[src/rtl/regfile_alu_pkg.sv]
// Shared opcode encodings, flag bit positions and opcode helpers for regfile_alu_pipe.
// Pure definitions, no latency; no flow control.
// Imported by the ALU core, the pipeline top and the bench.
package regfile_alu_pkg;

    localparam logic [3:0] OP_ADD  = 4'd0;
    localparam logic [3:0] OP_SUB  = 4'd1;
    localparam logic [3:0] OP_CMP  = 4'd2;
    localparam logic [3:0] OP_AND  = 4'd3;
    localparam logic [3:0] OP_OR   = 4'd4;
    localparam logic [3:0] OP_XOR  = 4'd5;
    localparam logic [3:0] OP_NOT  = 4'd6;
    localparam logic [3:0] OP_LSH  = 4'd7;
    localparam logic [3:0] OP_RSH  = 4'd8;
    localparam logic [3:0] OP_ARSH = 4'd9;
    localparam logic [3:0] OP_MOV  = 4'd10;

    localparam int FLAG_W = 5;
    localparam int FLAG_C = 4;
    localparam int FLAG_L = 3;
    localparam int FLAG_F = 2;
    localparam int FLAG_Z = 1;
    localparam int FLAG_N = 0;

    // CMP and the unused codes never touch the register file.
    function automatic logic op_writes(input logic [3:0] op);
        return (op <= OP_MOV) && (op != OP_CMP);
    endfunction

endpackage

[src/rtl/regfile_alu_pipe_if.sv]
// Issue and result bundle for regfile_alu_pipe; master issues ops, slave executes.
// No latency of its own; In_Valid/In_Ready on issue, Out_Valid is an unthrottled pulse.
// Widths follow the DATA_W / NUM_REGS parameters of the instance.
interface regfile_alu_pipe_if #(
    parameter int DATA_W   = 16,
    parameter int NUM_REGS = 16
);
    localparam int REG_AW = $clog2(NUM_REGS);

    logic              In_Valid;
    logic              In_Ready;
    logic [3:0]        OpCode;
    logic [REG_AW-1:0] RdestRegLoc;
    logic [REG_AW-1:0] RsrcRegLoc;
    logic [DATA_W-1:0] Imm;
    logic              Imm_s;
    logic              Wb_En;
    logic              Out_Valid;
    logic [DATA_W-1:0] AluOutput;
    logic [DATA_W-1:0] RdestOut;
    logic [DATA_W-1:0] AluSrcIn;
    logic [4:0]        Flags;

    modport master (
        output In_Valid, OpCode, RdestRegLoc, RsrcRegLoc, Imm, Imm_s, Wb_En,
        input  In_Ready, Out_Valid, AluOutput, RdestOut, AluSrcIn, Flags
    );

    modport slave (
        input  In_Valid, OpCode, RdestRegLoc, RsrcRegLoc, Imm, Imm_s, Wb_En,
        output In_Ready, Out_Valid, AluOutput, RdestOut, AluSrcIn, Flags
    );

endinterface

[src/rtl/regfile_alu_pipe_alu_core.sv]
// Combinational ALU: result plus carry/borrow, unsigned-less, overflow, equal, signed-less.
// Zero latency; no flow control.
module alu_core
    import regfile_alu_pkg::*;
#(
    parameter int DATA_W = 16
) (
    input  logic [3:0]        op,
    input  logic [DATA_W-1:0] a,
    input  logic [DATA_W-1:0] b,
    output logic [DATA_W-1:0] res,
    output logic              c_o,
    output logic              l_o,
    output logic              f_o,
    output logic              z_o,
    output logic              n_o
);
    localparam int SH_W = $clog2(DATA_W);
    localparam int MSB  = DATA_W - 1;

    logic [DATA_W:0]   sum;
    logic [DATA_W:0]   diff;
    logic [SH_W-1:0]   sh;

    always_comb begin
        sum  = {1'b0, a} + {1'b0, b};
        diff = {1'b0, a} - {1'b0, b};
        sh   = b[SH_W-1:0];

        // Top bit of the widened difference is the borrow.
        c_o = (op == OP_SUB) ? diff[DATA_W] : sum[DATA_W];
        f_o = (op == OP_SUB) ? ((a[MSB] != b[MSB]) && (diff[MSB] != a[MSB]))
                             : ((a[MSB] == b[MSB]) && (sum[MSB]  != a[MSB]));
        l_o = (a < b);
        z_o = (a == b);
        n_o = ($signed(a) < $signed(b));

        res = '0;
        case (op)
            OP_ADD:  res = sum[DATA_W-1:0];
            OP_SUB:  res = diff[DATA_W-1:0];
            OP_CMP:  res = diff[DATA_W-1:0];
            OP_AND:  res = a & b;
            OP_OR:   res = a | b;
            OP_XOR:  res = a ^ b;
            OP_NOT:  res = ~b;
            OP_LSH:  res = a << sh;
            OP_RSH:  res = a >> sh;
            OP_ARSH: res = $signed(a) >>> sh;
            OP_MOV:  res = b;
            default: res = '0;
        endcase
    end

endmodule

[src/rtl/regfile_alu_pipe.sv]
// Two-stage register file + ALU: operand read/issue, then EX with writeback and flag update.
// Latency 2 edges, 1 op/cycle; RAW hazard stalls In_Ready one cycle unless REGFILE_ALU_FWD_EN.
// REGFILE_ALU_FWD_EN forwards the EX result into the operand read instead of stalling.
module regfile_alu_pipe
    import regfile_alu_pkg::*;
#(
    parameter int DATA_W   = 16,
    parameter int NUM_REGS = 16
) (
    input  logic                Clk,
    input  logic                Rst,
    regfile_alu_pipe_if.slave   bus
);
    localparam int REG_AW = $clog2(NUM_REGS);

    logic [DATA_W-1:0] regs_q [NUM_REGS];
    logic [DATA_W-1:0] regs_d [NUM_REGS];

    logic              ex_vld_q, ex_vld_d;
    logic              ex_wr_q, ex_wr_d;
    logic [3:0]        ex_op_q, ex_op_d;
    logic [REG_AW-1:0] ex_dst_q, ex_dst_d;
    logic [DATA_W-1:0] ex_a_q, ex_a_d;
    logic [DATA_W-1:0] ex_b_q, ex_b_d;

    logic              out_vld_q, out_vld_d;
    logic [DATA_W-1:0] alu_out_q, alu_out_d;
    logic [DATA_W-1:0] rdest_out_q, rdest_out_d;
    logic [DATA_W-1:0] src_out_q, src_out_d;
    logic [4:0]        flags_q, flags_d;

    logic [DATA_W-1:0] alu_res;
    logic              alu_c, alu_l, alu_f, alu_z, alu_n;
    logic              rd_hit, rs_hit, stall, accept;
    logic [DATA_W-1:0] rd_val, rs_val, src_val;

    alu_core #(.DATA_W(DATA_W)) u_alu (
        .op  (ex_op_q),
        .a   (ex_a_q),
        .b   (ex_b_q),
        .res (alu_res),
        .c_o (alu_c),
        .l_o (alu_l),
        .f_o (alu_f),
        .z_o (alu_z),
        .n_o (alu_n)
    );

    always_comb begin
        rd_hit = ex_vld_q && ex_wr_q && (bus.RdestRegLoc == ex_dst_q);
        rs_hit = ex_vld_q && ex_wr_q && !bus.Imm_s && (bus.RsrcRegLoc == ex_dst_q);
        rd_val = regs_q[bus.RdestRegLoc];
        rs_val = regs_q[bus.RsrcRegLoc];
`ifdef REGFILE_ALU_FWD_EN
        stall = 1'b0;
        if (rd_hit) rd_val = alu_res;
        if (rs_hit) rs_val = alu_res;
`else
        // One bubble lets the EX op retire, so the retry reads the written value.
        stall = bus.In_Valid && (rd_hit || rs_hit);
`endif
        src_val = bus.Imm_s ? bus.Imm : rs_val;
    end

    assign bus.In_Ready = Rst && !stall;
    assign accept       = bus.In_Valid && bus.In_Ready;

    always_comb begin
        ex_vld_d = accept;
        ex_wr_d  = ex_wr_q;
        ex_op_d  = ex_op_q;
        ex_dst_d = ex_dst_q;
        ex_a_d   = ex_a_q;
        ex_b_d   = ex_b_q;
        if (accept) begin
            ex_wr_d  = bus.Wb_En && op_writes(bus.OpCode);
            ex_op_d  = bus.OpCode;
            ex_dst_d = bus.RdestRegLoc;
            ex_a_d   = rd_val;
            ex_b_d   = src_val;
        end
    end

    always_comb begin
        regs_d      = regs_q;
        out_vld_d   = ex_vld_q;
        alu_out_d   = alu_out_q;
        rdest_out_d = rdest_out_q;
        src_out_d   = src_out_q;
        flags_d     = flags_q;
        if (ex_vld_q) begin
            if (ex_wr_q) regs_d[ex_dst_q] = alu_res;
            alu_out_d   = alu_res;
            rdest_out_d = ex_a_q;
            src_out_d   = ex_b_q;
            case (ex_op_q)
                OP_ADD, OP_SUB: begin
                    flags_d[FLAG_C] = alu_c;
                    flags_d[FLAG_F] = alu_f;
                end
                OP_CMP: begin
                    flags_d[FLAG_L] = alu_l;
                    flags_d[FLAG_Z] = alu_z;
                    flags_d[FLAG_N] = alu_n;
                end
                default: flags_d = flags_q;
            endcase
        end
    end

    always_ff @(posedge Clk or negedge Rst) begin
        if (!Rst) begin
            for (int i = 0; i < NUM_REGS; i++) regs_q[i] <= '0;
            ex_vld_q    <= 1'b0;
            ex_wr_q     <= 1'b0;
            ex_op_q     <= '0;
            ex_dst_q    <= '0;
            ex_a_q      <= '0;
            ex_b_q      <= '0;
            out_vld_q   <= 1'b0;
            alu_out_q   <= '0;
            rdest_out_q <= '0;
            src_out_q   <= '0;
            flags_q     <= '0;
        end else begin
            regs_q      <= regs_d;
            ex_vld_q    <= ex_vld_d;
            ex_wr_q     <= ex_wr_d;
            ex_op_q     <= ex_op_d;
            ex_dst_q    <= ex_dst_d;
            ex_a_q      <= ex_a_d;
            ex_b_q      <= ex_b_d;
            out_vld_q   <= out_vld_d;
            alu_out_q   <= alu_out_d;
            rdest_out_q <= rdest_out_d;
            src_out_q   <= src_out_d;
            flags_q     <= flags_d;
        end
    end

    assign bus.Out_Valid = out_vld_q;
    assign bus.AluOutput = alu_out_q;
    assign bus.RdestOut  = rdest_out_q;
    assign bus.AluSrcIn  = src_out_q;
    assign bus.Flags     = flags_q;

endmodule

[src/flat_wrapper.sv]
// flat-port wrapper written by rule: the top's interface ports become plain ports
module regfile_alu_pipe_flat import regfile_alu_pkg::*;
#(
    parameter int DATA_W   = 16,
    parameter int NUM_REGS = 16
)
  (Clk, Rst, bus_In_Valid, bus_OpCode, bus_RdestRegLoc, bus_RsrcRegLoc, bus_Imm, bus_Imm_s, bus_Wb_En, bus_In_Ready, bus_Out_Valid, bus_AluOutput, bus_RdestOut, bus_AluSrcIn, bus_Flags);
  regfile_alu_pipe_if #(.DATA_W(DATA_W), .NUM_REGS(NUM_REGS)) bus_i ();
  input  logic Clk;
  input  logic Rst;
  input wire logic [$bits(bus_i.In_Valid)-1:0] bus_In_Valid;
  input wire logic [$bits(bus_i.OpCode)-1:0] bus_OpCode;
  input wire logic [$bits(bus_i.RdestRegLoc)-1:0] bus_RdestRegLoc;
  input wire logic [$bits(bus_i.RsrcRegLoc)-1:0] bus_RsrcRegLoc;
  input wire logic [$bits(bus_i.Imm)-1:0] bus_Imm;
  input wire logic [$bits(bus_i.Imm_s)-1:0] bus_Imm_s;
  input wire logic [$bits(bus_i.Wb_En)-1:0] bus_Wb_En;
  output wire logic [$bits(bus_i.In_Ready)-1:0] bus_In_Ready;
  output wire logic [$bits(bus_i.Out_Valid)-1:0] bus_Out_Valid;
  output wire logic [$bits(bus_i.AluOutput)-1:0] bus_AluOutput;
  output wire logic [$bits(bus_i.RdestOut)-1:0] bus_RdestOut;
  output wire logic [$bits(bus_i.AluSrcIn)-1:0] bus_AluSrcIn;
  output wire logic [$bits(bus_i.Flags)-1:0] bus_Flags;
  assign bus_i.In_Valid = bus_In_Valid;
  assign bus_i.OpCode = bus_OpCode;
  assign bus_i.RdestRegLoc = bus_RdestRegLoc;
  assign bus_i.RsrcRegLoc = bus_RsrcRegLoc;
  assign bus_i.Imm = bus_Imm;
  assign bus_i.Imm_s = bus_Imm_s;
  assign bus_i.Wb_En = bus_Wb_En;
  assign bus_In_Ready = bus_i.In_Ready;
  assign bus_Out_Valid = bus_i.Out_Valid;
  assign bus_AluOutput = bus_i.AluOutput;
  assign bus_RdestOut = bus_i.RdestOut;
  assign bus_AluSrcIn = bus_i.AluSrcIn;
  assign bus_Flags = bus_i.Flags;
  regfile_alu_pipe #(.DATA_W(DATA_W), .NUM_REGS(NUM_REGS)) u_core (.Clk(Clk), .Rst(Rst), .bus(bus_i));
endmodule
[config.mk]
export PLATFORM = sky130hd
export DESIGN_NAME = regfile_alu_pipe_flat
export DESIGN_NICKNAME = d
export VERILOG_FILES = /design/src/rtl/regfile_alu_pkg.sv /design/src/rtl/regfile_alu_pipe_if.sv /design/src/rtl/regfile_alu_pipe_alu_core.sv /design/src/rtl/regfile_alu_pipe.sv /design/src/flat_wrapper.sv
export SDC_FILE = /design/constraint.sdc
export NUM_CORES = 1
export LEC_CHECK = 0
export ABC_AREA = 0
export BUFFER_PORTS_ARGS = -buffer_cell sky130_fd_sc_hd__buf_2
export CAP_MARGIN = 0
export CORE_ASPECT_RATIO = 1.1
export CORE_MARGIN = 4
export CORE_UTILIZATION = 45
export CTS_BUF_LIST = sky130_fd_sc_hd__clkbuf_8
export CTS_CLUSTER_SIZE = 12
export DETAILED_ROUTE_END_ITERATION = 8
export GPL_ROUTABILITY_DRIVEN = 0
export GPL_TIMING_DRIVEN = 0
export SYNTH_ARGS = -nofsm -noshare
export SYNTH_HDL_FRONTEND = slang
export SYNTH_HIERARCHICAL = 1
export SYNTH_SLANG_ARGS = --single-unit
[constraint.sdc]
create_clock -name Clk -period 5.42 [get_ports Clk]
set_input_delay 1.084 -clock Clk [delete_from_list [all_inputs] [get_ports Clk]]
set_output_delay 1.084 -clock Clk [all_outputs]
set_load 0.01 [all_outputs]
## After elaboration in Yosys (flattened, before gate mapping)

Cells that the tools add are included.

- Add/sub/neg operators: 2
- Multiply operators: 0
- Div/mod/pow operators: 0
- Order comparisons: 7
- Equal/unequal tests: 18
- Shift operators: 3
- Multiplexer cells: 13
- Bitwise gates (word level): 7
- Reduce and logical (&&, ||, !) cells: 21

Operators with widths:

| kind | count |
|---|---|
| $bwmux 256 | 1 |
| $pmux 16 s10 | 1 |
| $bmux 16 s4 | 2 |
| $mux 16 | 6 |
| $demux 16 s4 | 1 |
| $lt 16x16->1 | 2 |
| $add 16x16->17 | 1 |
| $sub 16x16->17 | 1 |
| $and 16x16->16 | 1 |
| $eq 16x16->1 | 1 |
| $eq 4x3->1 const B | 4 |
| $not 16->16 | 1 |
| $or 16x16->16 | 1 |
| $shl 16x4->16 | 1 |
| $shr 16x4->16 | 1 |
| $sshr 16x4->16 | 1 |
| $xor 16x16->16 | 1 |
| $ge 5x5->1 const B | 3 |
| $not 4->5 | 3 |
| $eq 4x4->1 const B | 3 |
| $logic_and 1x1->1 | 12 |
| $eq 4x2->1 const B | 2 |
| $eq 4x4->1 | 2 |
| $reduce_and 2->1 | 3 |
| 11 further kinds | 16 |

- Bits in registers: 352
- Latch bits: 0
- Bits in writable memories: 0
- Bits in read-only memories: 0
- Output and inout port bits: 55
- Memories: 0

## Logic depth before layout (Yosys ltp)

Gate-level depths: netlist of the first run.

- Depth in word-level cells: 8
- Depth in mapped cells: 14
- Depth with buffers taken out: 12

## Cells and area by module

Netlist of the first run, hierarchy kept.

Modules (own cells, without submodules):

| module | times used | cells each | area an instance (um^2) |
|---|---|---|---|
| regfile_alu_pipe | 1 | 1273 | 17625.7 |
| alu_core | 1 | 689 | 4672.0 |

## Least setup slack after synthesis of the first run

No wires, ideal clock.

- Path kind: register -> register
- From: register u_core.ex_b_q[2]
- To: register u_core/regs_q[110] (netlist bit)
- Library setup time: 65 ps
- Data arrival time: 3263 ps
- Required time: 5355 ps
- Slack: 2092 ps
- Stages on the path, launching flop included: 15
- Path buffers: 4
- Clock period less this slack: 3328 ps
- Path through: dfrtp_1 > buf_2 > inv_1 > buf_2 > buf_1 > ha_1 > nor2b_1 > o2111ai_1 > a21oi_1 > o311ai_1 > nand2b_1 > o221a_1 > o211ai_1 > clkbuf_1 > mux2_2

- Word-level cells in the longest chain between the ends: 3

RTL lines:

| item | RTL line | text |
|---|---|---|
| start, declared | regfile_alu_pipe.sv:24 | `logic [DATA_W-1:0] ex_b_q, ex_b_d;` |
| start signal, assigned | regfile_alu_pipe.sv:119 | `ex_b_q <= '0;` |
| start signal, assigned | regfile_alu_pipe.sv:132 | `ex_b_q <= ex_b_d;` |
| $sub 16x16->17, or another cell as far along | regfile_alu_pipe_alu_core.sv:27 | `diff = {1'b0, a} - {1'b0, b};` |
| $pmux 16 s10 * | regfile_alu_pipe_alu_core.sv:39 | `case (op)` |
| net u_core.alu_res[14] | regfile_alu_pipe.sv:32 | `logic [DATA_W-1:0] alu_res;` |
| $bwmux 256 * | regfile_alu_pipe.sv:92 | `if (ex_wr_q) regs_d[ex_dst_q] = alu_res;` |
| end signal, assigned | regfile_alu_pipe.sv:126 | `regs_q <= regs_d;` |
| end, declared | regfile_alu_pipe.sv:16 | `logic [DATA_W-1:0] regs_q [NUM_REGS];` |

The timed path passes the listed nets; every way through them passes the cells marked *.
A chain may end at the register's enable or synchronous reset.

## Worst setup path in the final report of the first run

- From: register u_core.ex_b_q[2]
- To: register u_core/regs_q[232] (netlist bit)

The elaborated chain is that of the path after synthesis.

==> results.yml, run 1 <==
run_status:
  status: "finished clean"
die:
  start_util: 0.455
  io_pins: 88
  num_rows: 85
  die_h_um: 241
  dieArea_sq_um: 53200
  die_w_um: 220
  coreArea_sq_um: 49000
logic_synthesis:
  syn-instance-count: 1962
  ys_seq_area_frac: 0.395
  synth.net_count: 2050
  synth_top_area_share: 0.395
  synth_seq_cells: 352
  synth_edf_count: 0
  synth.area.top_cells: "dfrtp_1 40%, mux2_2 16%, mux4_2 7.9%"
  ys_types: 87
  yosysWarnings: 6
  avgSynthCellArea_sq_um: 11.4
  ys.flop_type: "dfrtp_1"
  yosys.area.top_type: "dfrtp_1"
  synthMostInstantiatedCell: "dfrtp_1"
  netlist_area_sq_um: 22300
  yosys-top-cells-count: "352 x dfrtp_1, 315 x mux2_2, 148 x mux2i_1"
  postSynth.asyncResetShare: 1.00
timing:
  finClkSkew_ps: 29.0
  whs_ps: 249
  min_period_ps: 5280
  finalCritPeriodShare: 0.975
  slew_headroom: 0.263
  drv_slew: 0
  final-hold-violation-count: 0
  fin_ws_ps: 137
  tightest_slew_ps: 1110
  tns_ps: 0
  timing.fmax_mhz: 189
  rsz0062_at_grt: "no"
  finalSetupViolations: 0
drt:
  antenna_left: 0
  drt-total-wl_um: 72900
  avgViaCountPerCell: 6.20
  routedWlPerCell_um: 26.0
  firstDrtPassIters: 7
  vias: 17400
  drtIter0Drc: 1680
  drc: 0
power_and_ir_drop:
  p_leak_nw: 11.6
  peakVddDrop_mv: 0.198
  powerDensity_nw_per_um2: 387
clock_tree:
  hold_buffers: 0
  cts_buffer_depth: 3
  ctsResizeCount: 0
  clock_latency_ps: 670
  cts_tree: "yes"
  postCtsSetupRepairBufs: 0
  cts_made_buffers: 59
  htreeDepth: 2
  cts.sinks: 352
  cts_root_buffer: "clkbuf_8"
  path_clk_slew_ps: 60
critical_path:
  critical_path_class: "reg2reg"
  path_depth: 14
  cp-start-kind: "flop"
  cp_cell_sequence: "buf_2 -> inv_1 -> buf_2 -> buf_1 -> ha_1 -> nor2b_1 -> o21ai_1 -> a311o_1 -> mux2i_1 -> o21ai_0 -> a211oi_1 -> o21ai_1 -> clkbuf_1 -> mux2_1"
  r2r-start: "u_core/ex_b_q[2]"
  cp_top_family: "compound AO/OA/AOI/OAI gates"
  cpPeakStageDelay_ps: 770
  r2r_cells: 14
  end_kind: "flop"
  cp-startpoint: "u_core/ex_b_q[2]"
  critPathSlowestCell: "a211oi_1"
  rrSetupSlack_ps: 140
  cp_max_fo: 11
  cp.required_ps: 5950
  cp.arrival_ps: 5810
  r2r-end: "u_core/regs_q[232]"
  critPathBufInv: 5
  crit_end: "u_core/regs_q[232]"
final_layout:
  design_area_sq_um: 24800
  nets: 2197
  drive_gt1_frac: 0.334
  final_cells: 2804
  num_antenna_cells: 0
  layout-area-overhead-vs-synth_pct: 11.3
worst_hold_path:
  hold_path_class: "in2async"
place:
  port_buffers: 83
  placed_cell_area_sq_um: 23600
  dp_hpwl_um: 53400
  place_inst: 2700
  pre_cts_ws_ps: 603
global_route:
  grt_max_degree: 116
  grt_pass1_vias: 17700
  antenna_found_initial: 0
  grt_pass1_wl_um: 109000
  grt_usage: 0.270
  grt_overflow: 0
flow_run:
  maxCapViolCount: 0
-- placed cells by master (no fill, tap or decap), types with 11 or more instances in the layout --
| cell type | netlist | final |
|---|---|---|
| nand2b_1 | 15 | 15 |
| o211ai_1 | 16 | 16 |
| a211oi_1 | 16 | 16 |
| clkbuf_1 | 61 | 61 |
| o21ai_1 | 20 | 20 |
| nand2_1 | 132 | 132 |
| mux2_2 | 315 | 315 |
| o21ai_0 | 35 | 35 |
| mux2_4 | 22 | 22 |
| ha_1 | 53 | 53 |
| o22ai_1 | 11 | 11 |
| mux4_2 | 78 | 78 |
| buf_2 | 69 | 151 |
| mux2_1 | 23 | 23 |
| nand3_1 | 69 | 69 |
| clkbuf_8 | 0 | 73 |
| nor3_1 | 23 | 23 |
| mux2i_1 | 148 | 148 |
| xnor2_1 | 11 | 11 |
| inv_1 | 46 | 63 |
| buf_6 | 15 | 15 |
| dfrtp_1 | 352 | 352 |
| a21oi_1 | 86 | 86 |
| a22oi_1 | 75 | 75 |
| nor2b_1 | 18 | 18 |
| nor2_1 | 87 | 87 |
-- how the worst min path moves through the flow --
| stage | startpoint | end | slack (ps) | cells after the start |
|---|---|---|---|---|
| 6_report | Rst | u_core/bus.AluSrcIn[0] | 250 | 1 |
| 5_1_grt | Rst | u_core/bus.AluSrcIn[0] | 230 | 1 |
| 4_1_cts | Rst | u_core/ex_b_q[0] | 220 | 1 |
| 3_5_place_dp | u_core/ex_vld_q | u_core/bus.Out_Valid | 370 | 0 |
| 3_3_place_gp | u_core/ex_vld_q | u_core/bus.Out_Valid | 360 | 0 |
| 2_1_floorplan | u_core/ex_vld_q | u_core/bus.Out_Valid | 350 | 0 |
-- state kept, by name, summed over array words and instances, names as in the netlist --
register,cells
u_core/bus.Out_Valid,1
u_core/regs_q,256
u_core/bus.AluOutput,16
u_core/ex_dst_q,4
u_core/ex_wr_q,1
u_core/ex_a_q,16
u_core/ex_op_q,4
u_core/ex_b_q,16
u_core/bus.AluSrcIn,16
u_core/bus.RdestOut,16
u_core/ex_vld_q,1
u_core/bus.Flags,5
-- metal layers --
metal / GRT usage / wire length (um) / vias to the layer above
met5: 0 / 0 / -
li1: - / - / 7595
met3: 0.0389 / 4580 / 244
met4: 0.129 / 4030 / 0
met2: 0.462 / 35600 / 797
met1: 0.339 / 28700 / 8751
-- layout make-up --
cell class              instances  area [sq um]
plain buffers                 164           852
clock buffers                  73          1000
well taps                     652           816
multi-input cells            1397         12500
clock inverters                31           190
repair buffers                 86           508
flip-flops and latches        352          8810
fillers                      4412         24200
inverters                      49           184
-- power by group --
part	internal (mW)	switching, mW	total [mW]	leakage [nW]
Sequential	3.20	0.569	3.77	4.75
Combinational	1.46	1.97	3.43	6.19
Clock	1.30	1.10	2.40	0.687
Total	5.96	3.64	9.60	11.6
-- cell families after synthesis --
kind of cell    Yosys count  share of synthesized area
flops                   352                      0.395
compound gates          342                      0.105
xor+xnor                 15                    0.00589
mux                     586                      0.331
fa+ha+maj                55                     0.0315
buf+inv                 213                     0.0465
simple gates            399                     0.0857
-- per-stage QoR --
step | total power [mW] | util
finish | 9.60 | 0.506
global placement | 7.05 | 0.480
floorplan | 5.93 | -
detailed placement | 7.15 | 0.482
CTS | 9.59 | 0.506
global route | 10.1 | 0.506
Note: power is estimated with default switching activity, not from simulation.
==> inputs of run 2 (changes only) <==
CORE_ASPECT_RATIO = 0.9   (was 1.1)
TNS_END_PERCENT = 30   (was not set)
==> results.yml, run 2 (synthesized netlist as in run 1, its figures left out) <==
global_route:
  grt_pass1_wl_um: 113000
  antenna_found_initial: 1
  grt_max_degree: 123
  grt_pass1_vias: 17900
  grt_overflow: 0
  grt_usage: 0.280
clock_tree:
  cts_root_buffer: "clkbuf_8"
  cts_made_buffers: 60
  htreeDepth: 2
  cts_tree: "yes"
  ctsResizeCount: 0
  cts_buffer_depth: 3
  postCtsSetupRepairBufs: 0
  hold_buffers: 0
  cts.sinks: 352
  path_clk_slew_ps: 60
  clock_latency_ps: 710
power_and_ir_drop:
  clockPowerShare: 0.249
  report.power.total_mw: 9.67
  p_leak_nw: 11.6
  power_frac_seq: 0.390
  p_comb_frac: 0.361
  powerDensity_nw_per_um2: 390
  swShare: 0.389
  power_switching_mw: 3.76
  p_int_mw: 5.91
  peakVddDrop_mv: 0.189
die:
  die_w_um: 243
  die_h_um: 219
  num_rows: 77
  coreArea_sq_um: 49000
  dieArea_sq_um: 53200
  start_util: 0.455
  io_pins: 88
final_layout:
  largest_register_ffs: 256
  drive_gt1_frac: 0.335
  num_antenna_cells: 0
  final_cells: 2785
  post-route-util: 0.505
  largest-register: "u_core/regs_q"
  nets: 2198
  final_common_cell: "dfrtp_1"
  final_cell_mix: "352 x dfrtp_1, 315 x mux2_2, 151 x buf_2"
  layout-area-overhead-vs-synth_pct: 11.1
drt:
  avgViaCountPerCell: 6.38
  firstDrtPassIters: 6
  drc: 0
  routedWlPerCell_um: 27.2
  drtIter0Drc: 2099
  vias: 17800
  drt-total-wl_um: 75700
  antenna_left: 0
timing:
  rsz0062_at_grt: "no"
  min_period_ps: 5230
  finalCritPeriodShare: 0.965
  finClkSkew_ps: 53.7
  tightest_slew_ps: 1420
  slew_headroom: 0.0505
  drv_slew: 0
  timing.fmax_mhz: 191
  finalSetupViolations: 0
  final-hold-violation-count: 0
critical_path:
  cp.required_ps: 6020
  cp.arrival_ps: 5830
  critical_path_class: "reg2reg"
  end_kind: "flop"
  cp-start-kind: "flop"
  cp_max_fo: 11
place:
  place_inst: 2680
  dp_hpwl_um: 53500
  port_buffers: 83
worst_hold_path:
  hold_path_class: "reg2reg"
run_status:
  status: "finished clean"
flow_run:
  maxCapViolCount: 0
-- run 2: cell types whose count changed in the layout (fill, tap and decap cells not counted) --
cell / previous run / this run
inv_1: 63 / 61
inv_12: 0 / 1
clkinv_2: 10 / 13
inv_8: 0 / 1
bufinv_16: 2 / 1
clkinv_4: 0 / 1
clkbuf_8: 73 / 71
-- run 2: area by class of cell --
cell class	instances	area, sq um
Inverter	49	184
Timing Repair Buffer	86	508
Fill cell	4433	24300
Buffer	164	852
Sequential cell	352	8810
Clock buffer	71	977
Multi-Input combinational cell	1397	12500
Tap cell	632	791
Clock inverter	34	204
-- run 2: metal layers --
layer	track usage	part of all wire	routed length, um
met1	0.366	0.40	30600
met2	0.453	0.46	34800
met3	0.0661	0.090	6840
met4	0.114	0.045	3390
met5	0	0.00017	13
-- run 2: power groups by stage --
stage	clock, mW	combinational, mW	sequential, mW
5_1_grt	2.59	3.71	3.84
6_report	2.40	3.49	3.77
3_5_place_dp	0	3.40	3.80
2_1_floorplan	0	2.30	3.64
3_3_place_gp	0	3.34	3.77
4_1_cts	2.46	3.41	3.76
-- run 2: through the flow --
step	cell area, sq um	setup TNS [ps]	hold slack [ps]	worst slack (ps)
5_1_grt	24800	0	419	75.8
3_5_place_dp	23600	0	382	444
3_3_place_gp	23500	-1484110	391	-5310
6_report	24800	0	391	189
4_1_cts	24800	0	398	399
2_1_floorplan	22300	0	355	2090
-- run 2: final timing paths --
| kind | slack (ps) | start | cells after the start | to |
|---|---|---|---|---|
| min reg2reg | 390 | u_core/ex_vld_q | 0 | u_core/bus.Out_Valid |
| min | 390 | u_core/ex_vld_q | 0 | u_core/bus.Out_Valid |
| max reg2reg | 190 | u_core/ex_b_q[2] | 14 | u_core/regs_q[222] |
| max | 190 | u_core/ex_b_q[2] | 14 | u_core/regs_q[222] |
| max in group asynchronous | 3880 | Rst | 3 | u_core/regs_q[213] |
| min in group asynchronous | 450 | Rst | 2 | u_core/bus.RdestOut[0] |
-- run 2: worst max-delay path, stage by stage (launching register included) --
cell and delay [ps]:
dfrtp_1 430, buf_2 240, inv_1 120, buf_2 260, buf_1 500, ha_1 430, nor2b_1 200, o2111ai_1 270
a21oi_1 210, o311ai_1 340, nand2b_1 120, o221a_1 230, o211ai_1 1090, clkbuf_1 450, mux2_2 250
